--- src/rtl/sram_arbiter_ctrl.sv ---
// Two-requester (fetch/memory), two-chip (base/ext) asynchronous SRAM controller.
// One channel FSM per chip; memory stage has priority on a shared chip.

module sram_arbiter_chan #(
  parameter int unsigned DATA_W  = 32,
  parameter int unsigned PADDR_W = 20,
  parameter int unsigned RD_WAIT = 1,
  parameter int unsigned WR_WAIT = 1
) (
  input  logic                 clk,
  input  logic                 rst_n,
  input  logic                 mem_req,
  input  logic                 if_req,
  input  logic                 mem_we,
  input  logic [DATA_W/8-1:0]  mem_be,
  input  logic [PADDR_W-1:0]   mem_paddr,
  input  logic [DATA_W-1:0]    mem_wdata,
  input  logic [PADDR_W-1:0]   if_paddr,
  output logic                 ce_n,
  output logic                 oe_n,
  output logic                 we_n,
  output logic [DATA_W/8-1:0]  be_n,
  output logic                 data_t,
  output logic [PADDR_W-1:0]   paddr,
  output logic [DATA_W-1:0]    wdata,
  output logic                 own_mem,
  output logic                 fin_c,
  output logic                 rd_fin_c
);
  localparam int unsigned BE_W  = DATA_W / 8;
  localparam int unsigned CNT_W = 8;

  localparam logic [2:0] S_IDLE = 3'd0;
  localparam logic [2:0] S_RD   = 3'd1;
  localparam logic [2:0] S_WR   = 3'd2;
  localparam logic [2:0] S_REC  = 3'd3;
  localparam logic [2:0] S_DONE = 3'd4;

  logic [2:0]       state, state_nxt;
  logic [CNT_W-1:0] cnt, cnt_nxt;
  logic [BE_W-1:0]  be_q, be_nxt;
  logic             grant_mem, grant_if;

  // Grant, wait-state counting and completion flags
  always_comb begin
    state_nxt = state;
    cnt_nxt   = cnt;
    grant_mem = 1'b0;
    grant_if  = 1'b0;
    fin_c     = 1'b0;
    rd_fin_c  = 1'b0;
    case (state)
      S_IDLE: begin
        if (mem_req) begin
          grant_mem = 1'b1;
          state_nxt = mem_we ? S_WR : S_RD;
          cnt_nxt   = '0;
        end else if (if_req) begin
          grant_if  = 1'b1;
          state_nxt = S_RD;
          cnt_nxt   = '0;
        end
      end
      S_RD: begin
        if (cnt == CNT_W'(RD_WAIT)) begin
          state_nxt = S_DONE;
          fin_c     = 1'b1;
          rd_fin_c  = 1'b1;
        end else begin
          cnt_nxt = cnt + CNT_W'(1);
        end
      end
      S_WR: begin
        if (cnt == CNT_W'(WR_WAIT)) state_nxt = S_REC;
        else cnt_nxt = cnt + CNT_W'(1);
      end
      S_REC: begin
        state_nxt = S_DONE;
        fin_c     = 1'b1;
      end
      S_DONE:  state_nxt = S_IDLE;
      default: state_nxt = S_IDLE;
    endcase
    be_nxt = grant_mem ? mem_be : be_q;
  end

  always_ff @(posedge clk or negedge rst_n) begin
    if (!rst_n) begin
      state <= S_IDLE;
      cnt   <= '0;
    end else begin
      state <= state_nxt;
      cnt   <= cnt_nxt;
    end
  end

  // Transaction capture and registered SRAM pins, decoded from the next state
  always_ff @(posedge clk or negedge rst_n) begin
    if (!rst_n) begin
      be_q    <= '0;
      own_mem <= 1'b0;
      paddr   <= '0;
      wdata   <= '0;
      ce_n    <= 1'b1;
      oe_n    <= 1'b1;
      we_n    <= 1'b1;
      be_n    <= '1;
      data_t  <= 1'b0;
    end else begin
      if (grant_mem) begin
        be_q    <= mem_be;
        own_mem <= 1'b1;
        paddr   <= mem_paddr;
        wdata   <= mem_wdata;
      end else if (grant_if) begin
        be_q    <= '0;
        own_mem <= 1'b0;
        paddr   <= if_paddr;
      end
      ce_n   <= !((state_nxt == S_RD) || (state_nxt == S_WR) || (state_nxt == S_REC));
      oe_n   <= (state_nxt != S_RD);
      we_n   <= !((state_nxt == S_WR) && (|be_nxt));
      data_t <= (state_nxt == S_WR) || (state_nxt == S_REC);
      case (state_nxt)
        S_RD:         be_n <= '0;
        S_WR, S_REC:  be_n <= ~be_nxt;
        default:      be_n <= '1;
      endcase
    end
  end
endmodule

module sram_arbiter_ctrl #(
  parameter int unsigned DATA_W  = 32,
  parameter int unsigned PADDR_W = 20,
  parameter int unsigned SEL_BIT = 22,
  parameter int unsigned RD_WAIT = 1,
  parameter int unsigned WR_WAIT = 1
) (
  input  logic                 clk,
  input  logic                 rst_n,
  input  logic                 if_req,
  input  logic [31:0]          if_addr,
  output logic                 if_rdy,
  output logic [DATA_W-1:0]    if_rdata,
  input  logic                 mem_req,
  input  logic                 mem_we,
  input  logic [DATA_W/8-1:0]  mem_be,
  input  logic [31:0]          mem_addr,
  input  logic [DATA_W-1:0]    mem_wdata,
  output logic                 mem_rdy,
  output logic [DATA_W-1:0]    mem_rdata,
  input  logic [DATA_W-1:0]    base_rdata,
  output logic [DATA_W-1:0]    base_wdata,
  output logic                 base_data_t,
  output logic [PADDR_W-1:0]   base_paddr,
  output logic                 base_ce_n,
  output logic                 base_oe_n,
  output logic                 base_we_n,
  output logic [DATA_W/8-1:0]  base_be_n,
  input  logic [DATA_W-1:0]    ext_rdata,
  output logic [DATA_W-1:0]    ext_wdata,
  output logic                 ext_data_t,
  output logic [PADDR_W-1:0]   ext_paddr,
  output logic                 ext_ce_n,
  output logic                 ext_oe_n,
  output logic                 ext_we_n,
  output logic [DATA_W/8-1:0]  ext_be_n
);
  logic [PADDR_W-1:0] if_paddr, mem_paddr;
  logic               if_ext, mem_ext;
  logic               b_own_mem, b_fin_c, b_rd_fin_c;
  logic               e_own_mem, e_fin_c, e_rd_fin_c;
  logic               unused_addr_bits;

  assign if_paddr         = if_addr[PADDR_W+1:2];
  assign mem_paddr        = mem_addr[PADDR_W+1:2];
  assign if_ext           = if_addr[SEL_BIT];
  assign mem_ext          = mem_addr[SEL_BIT];
  assign unused_addr_bits = ^{if_addr, mem_addr};

  sram_arbiter_chan #(
    .DATA_W(DATA_W), .PADDR_W(PADDR_W), .RD_WAIT(RD_WAIT), .WR_WAIT(WR_WAIT)
  ) u_base (
    .clk(clk), .rst_n(rst_n),
    .mem_req(mem_req & ~mem_ext), .if_req(if_req & ~if_ext),
    .mem_we(mem_we), .mem_be(mem_be), .mem_paddr(mem_paddr), .mem_wdata(mem_wdata),
    .if_paddr(if_paddr),
    .ce_n(base_ce_n), .oe_n(base_oe_n), .we_n(base_we_n), .be_n(base_be_n),
    .data_t(base_data_t), .paddr(base_paddr), .wdata(base_wdata),
    .own_mem(b_own_mem), .fin_c(b_fin_c), .rd_fin_c(b_rd_fin_c)
  );

  sram_arbiter_chan #(
    .DATA_W(DATA_W), .PADDR_W(PADDR_W), .RD_WAIT(RD_WAIT), .WR_WAIT(WR_WAIT)
  ) u_ext (
    .clk(clk), .rst_n(rst_n),
    .mem_req(mem_req & mem_ext), .if_req(if_req & if_ext),
    .mem_we(mem_we), .mem_be(mem_be), .mem_paddr(mem_paddr), .mem_wdata(mem_wdata),
    .if_paddr(if_paddr),
    .ce_n(ext_ce_n), .oe_n(ext_oe_n), .we_n(ext_we_n), .be_n(ext_be_n),
    .data_t(ext_data_t), .paddr(ext_paddr), .wdata(ext_wdata),
    .own_mem(e_own_mem), .fin_c(e_fin_c), .rd_fin_c(e_rd_fin_c)
  );

  // A requester is active on at most one chip, so the two channels never collide here
  always_ff @(posedge clk or negedge rst_n) begin
    if (!rst_n) begin
      if_rdy    <= 1'b0;
      mem_rdy   <= 1'b0;
      if_rdata  <= '0;
      mem_rdata <= '0;
    end else begin
      if_rdy  <= (b_fin_c & ~b_own_mem) | (e_fin_c & ~e_own_mem);
      mem_rdy <= (b_fin_c & b_own_mem) | (e_fin_c & e_own_mem);
      if (b_rd_fin_c && !b_own_mem)      if_rdata <= base_rdata;
      else if (e_rd_fin_c && !e_own_mem) if_rdata <= ext_rdata;
      if (b_rd_fin_c && b_own_mem)       mem_rdata <= base_rdata;
      else if (e_rd_fin_c && e_own_mem)  mem_rdata <= ext_rdata;
    end
  end
endmodule
--- config.mk ---
export PLATFORM = sky130hd
export DESIGN_NAME = sram_arbiter_ctrl
export DESIGN_NICKNAME = d
export VERILOG_FILES = /design/src/rtl/sram_arbiter_ctrl.sv
export SDC_FILE = /design/constraint.sdc
export NUM_CORES = 1
export LEC_CHECK = 0
export ABC_AREA = 1
export CAP_MARGIN = 10
export CORE_ASPECT_RATIO = 0.9
export CORE_MARGIN = 2
export CORE_UTILIZATION = 40
export CTS_CLUSTER_DIAMETER = 100
export DETAILED_ROUTE_END_ITERATION = 10
export PLACE_DENSITY = 0.81
export SLEW_MARGIN = 20
export SYNTH_ARGS = -nofsm -noshare
export SYNTH_HDL_FRONTEND = slang
export SYNTH_SLANG_ARGS = --single-unit
--- constraint.sdc ---
create_clock -name clk -period 2.6 [get_ports clk]
set_input_delay 0.26 -clock clk [delete_from_list [all_inputs] [get_ports clk]]
set_output_delay 0.26 -clock clk [all_outputs]
set_load 0.005 [all_outputs]
==> impl_metrics.yaml <==
worst_setup_path:
  crit_path_max_fo: 32
  crit_path_frequent_cell: "sky130_fd_sc_hd__nand2_1"
  startpoint: "u_base.cnt[0]"
  regToRegEndpoint: "mem_rdata[11]"
  worst-endpoint-required_ns: 3.00
  r2r_setup_slack_ns: 0.53
  critical-path-slowest-cell: "sky130_fd_sc_hd__dfrtp_1"
  crit_path_end: "mem_rdata[11]"
  criticalPathCategory: "reg2reg"
  regToRegStartpoint: "u_base.cnt[0]"
  crit_path_start_kind: "flop"
  worst_setup_path_end_kind: "flop"
  slowest_delay_ns: 0.46
  ordered_list_of_cells_on_the_worst_path: "ha_1, nand2_1, nor2_4, nand3_2, nand2_2, inv_2, nand2_1, nand2_1"
  cp_data_arrival_time_ns: 2.47
  worstRegToRegCells: 8
grt:
  grt_pass1_wl_um: 52900
  grt_antenna_before_repair: 0
  track_usage_pct: 24.2
  grt-ovfl-total: 0
  grt_pass1_vias: 9984
  grt_max_degree: 74
timing:
  period_needed_ns: 2.07
  tightestPinTransition_ns: 0.652
  setup_repair_after_global_routing_missed_its_margin: "no"
  report.final.slew_viol_count: 0
  skew_ns: 0.0101
  final_hold_viol_count: 0
  post-route-period-util_pct: 79.4
  fmax_mhz: 484
  timing.max_slew.rel_slack_pct: 56.5
  setup_tns_ns: 0
  report.final.setup_viol: 0
logic_synthesis:
  yosys-top-cells-area: "sky130_fd_sc_hd__dfrtp_1, sky130_fd_sc_hd__nand2_1, sky130_fd_sc_hd__inv_1"
  synth.largest_area_cell: "sky130_fd_sc_hd__dfrtp_1"
  syn_avg_cell_area_um2: 7.97
  synth_top_area_share_pct: 49.6
  postSynthCellCount: 1292
  syn-cell-area_mm2: 0.0103
  synthDistinctLibCells: 36
  yosys_warnings: 0
  syn-num-nets: 1465
  ys_ff_latch: 218
  yosysSeqAreaShare_pct: 53.1
drt:
  vias: 10100
  routed_wl_um: 33400
  route.detailed.drc: 0
  routedWlPerCell_um: 17.0
  met3_length_um: 3400
  routed_via_density: 5.14
  top_signal_layer_used: "met4"
  length_of_routed_met2_wiring_um: 15600
  ant_nets: 0
  initialDrtViolationCount: 791
  routedLengthMet1_um: 13100
  first_pass_iters: 7
cts:
  worstSkewPairLatency_ns: 0.52
  clock_sinks: 218
  postcts_setup_bufs: 0
  tritoncts_clock_tree: "done"
  clockBufferDepth: 3
  ctsRootBufferMaster: "sky130_fd_sc_hd__clkbuf_16"
  clk_pin_slew_worst_paths_ns: 0.06
  tritoncts.num_buffers: 25
  ctsHtreeMaxLevel: 1
final_layout:
  diodes: 0
  final_cell_count_no_fill: 1964
  layout-drive-gt1-share_pct: 6.78
  num-nets-final: 1780
  fillers: 2168
  syn_to_final_growth_pct: 43.3
die:
  row_count: 55
  core_area_mm2: 0.0253
  die_width_um: 173
  io_pins: 355
  overall_die_height_um: 156
  floorplan.initialDensity_pct: 40.8
  design.die.area_mm2: 0.0271
status:
  outcome: "finished, final reports clean"
pwr:
  fin_total_pwr_mw: 17.4
  static-leakage-power_nw: 7.21
  cellPowerDensity_mw_per_mm2: 1180
  max-vdd-ir-drop_mv: 0.655
placement:
  place.detailed.instances: 1921
  finalWeightedCongestion: 0.840
  io_buffer_count: 332
  dp_hpwl_um: 22700
hold_path:
  min-delay-path-class: "in2reg"
run:
  maxCapViolCount: 0
kinds of logic (layout without fill, tap and decap cells):
kind of cell | count (synthesis) | count (layout) | share of synthesized area, %
flip-flops | 218 | 218 | 53.1
buffers and inverters | 205 | 535 | 8.58
AO/OA/AOI/OAI | 142 | 142 | 7.49
AND/OR/NAND/NOR | 715 | 715 | 29.6
adder cells (fa/ha/maj) | 4 | 4 | 0.486
XOR/XNOR | 8 | 8 | 0.680
cell usage in the layout (no fill, tap or decap), types with 2 or more instances in the layout:
cell / count
sky130_fd_sc_hd__dfstp_2: 14
sky130_fd_sc_hd__nor3_1: 3
sky130_fd_sc_hd__nor2_1: 53
sky130_fd_sc_hd__clkbuf_8: 7
sky130_fd_sc_hd__nand4_1: 69
sky130_fd_sc_hd__nand3_2: 3
sky130_fd_sc_hd__inv_1: 130
sky130_fd_sc_hd__clkdlybuf4s50_1: 331
sky130_fd_sc_hd__o21ai_0: 92
sky130_fd_sc_hd__nor2_2: 3
sky130_fd_sc_hd__dfrtp_1: 204
sky130_fd_sc_hd__clkbuf_1: 5
sky130_fd_sc_hd__clkinv_2: 4
sky130_fd_sc_hd__xnor2_1: 2
sky130_fd_sc_hd__o21ai_1: 20
sky130_fd_sc_hd__buf_4: 20
sky130_fd_sc_hd__xor2_1: 6
sky130_fd_sc_hd__ha_1: 4
sky130_fd_sc_hd__nand2_2: 4
sky130_fd_sc_hd__clkbuf_16: 25
sky130_fd_sc_hd__nand3_1: 78
sky130_fd_sc_hd__inv_2: 3
sky130_fd_sc_hd__o211ai_1: 9
sky130_fd_sc_hd__a31o_2: 2
sky130_fd_sc_hd__o22ai_1: 14
sky130_fd_sc_hd__or2_2: 9
sky130_fd_sc_hd__nor2_4: 3
sky130_fd_sc_hd__buf_12: 6
sky130_fd_sc_hd__nand2_1: 487
power breakdown:
group	internal (mW)	switching [mW]	leakage, nW
Combinational	3.83	4.21	4.12
Sequential	5.03	0.876	2.70
Clock	2.05	1.39	0.394
Total	10.9	6.48	7.21
what timing repair did:
item | CTS | global route
setup endpoints to repair | 0 | 0
hold buffers | 1 | 0
resized for setup | 0 | 0
hold endpoints to repair | 57 | 0
how the worst min path moves through the flow:
stage | startpoint | to | cells after the start
after floorplan | rst_n | if_rdata[0] | 0
after global placement | rst_n | u_ext.cnt[4] | 1
after detailed placement | rst_n | u_ext.cnt[4] | 1
after CTS | mem_wdata[17] | u_ext.wdata[17] | 3
after global routing | mem_wdata[3] | u_base.wdata[3] | 3
final | mem_wdata[17] | u_ext.wdata[17] | 3
synthesized netlist by cell type:
cell                       count
sky130_fd_sc_hd__buf_1         2
sky130_fd_sc_hd__clkinv_1      1
sky130_fd_sc_hd__inv_2         3
sky130_fd_sc_hd__nor2_2        3
sky130_fd_sc_hd__nand3_1      80
sky130_fd_sc_hd__a21oi_2       2
sky130_fd_sc_hd__nand2_2       4
sky130_fd_sc_hd__xnor2_1       2
sky130_fd_sc_hd__buf_2        36
sky130_fd_sc_hd__nor3_1        3
sky130_fd_sc_hd__a21oi_1       1
sky130_fd_sc_hd__o22ai_1      14
sky130_fd_sc_hd__nor2_1       53
sky130_fd_sc_hd__inv_1       130
sky130_fd_sc_hd__clkbuf_1     17
sky130_fd_sc_hd__xor2_1        6
sky130_fd_sc_hd__buf_6         3
sky130_fd_sc_hd__or2_2         9
sky130_fd_sc_hd__clkbuf_2      1
sky130_fd_sc_hd__buf_4        12
sky130_fd_sc_hd__o21ai_0      92
sky130_fd_sc_hd__nand3_4       1
sky130_fd_sc_hd__nand2_4       1
sky130_fd_sc_hd__o21a_1        1
sky130_fd_sc_hd__nor2_4        3
sky130_fd_sc_hd__dfstp_2      14
sky130_fd_sc_hd__and2_1        1
sky130_fd_sc_hd__o21ai_1      20
sky130_fd_sc_hd__o211ai_1      9
sky130_fd_sc_hd__dfrtp_1     204
sky130_fd_sc_hd__nand4_1      69
sky130_fd_sc_hd__o21ai_2       1
sky130_fd_sc_hd__a31o_2        2
sky130_fd_sc_hd__ha_1          4
sky130_fd_sc_hd__nand3_2       1
sky130_fd_sc_hd__nand2_1     487
layout make-up:
class                      count  area [µm²]  area share (%)
sequential                   218        5470            37.1
clock buffer                  37         741            5.02
clock inverter                 5        50.0           0.339
multi-input combinational    869        3960            26.8
tap                          342         428            2.90
inverter                     134         503            3.41
timing repair buffer         359        3610            24.4
critical path: cells and delay by family, from the launching register on:
kind          cells  cell delay (ns)
fa+ha+maj         1             0.21
simple gates      6             0.94
buf+inv           1             0.32
flops             1             0.46
metal layers:
metal	GRT usage, %	vias to the layer above
met5	0	-
met4	9.28	0
met3	7.87	91
met2	40.2	493
met1	29.5	4775
li1	-	4743
sequential cells by signal (all words and copies together), names as in the netlist, 3 cells and up:
signal	flops
if_rdata	32
mem_rdata	32
u_base.wdata	32
u_ext.wdata	32
u_base.paddr	20
u_ext.paddr	20
u_base.cnt	8
u_ext.cnt	8
u_base.be_n	4
u_base.be_q	4
u_ext.be_n	4
u_ext.be_q	4
u_base.state	3
u_ext.state	3
metrics by stage:
step / area (µm²) / hold slack [ns] / setup slack (ns) / utilization, %
floorplan: 10300 / -0.0356 / 1.09 / -
global placement: 14000 / 0.281 / 0.561 / 55.3
detailed placement: 14000 / 0.287 / 0.509 / 55.3
CTS: 14800 / 0.279 / 0.541 / 58.5
global route: 14800 / 0.305 / 0.381 / 58.5
finish: 14800 / 0.303 / 0.535 / 58.5
Power figures use the tool's default switching activity.
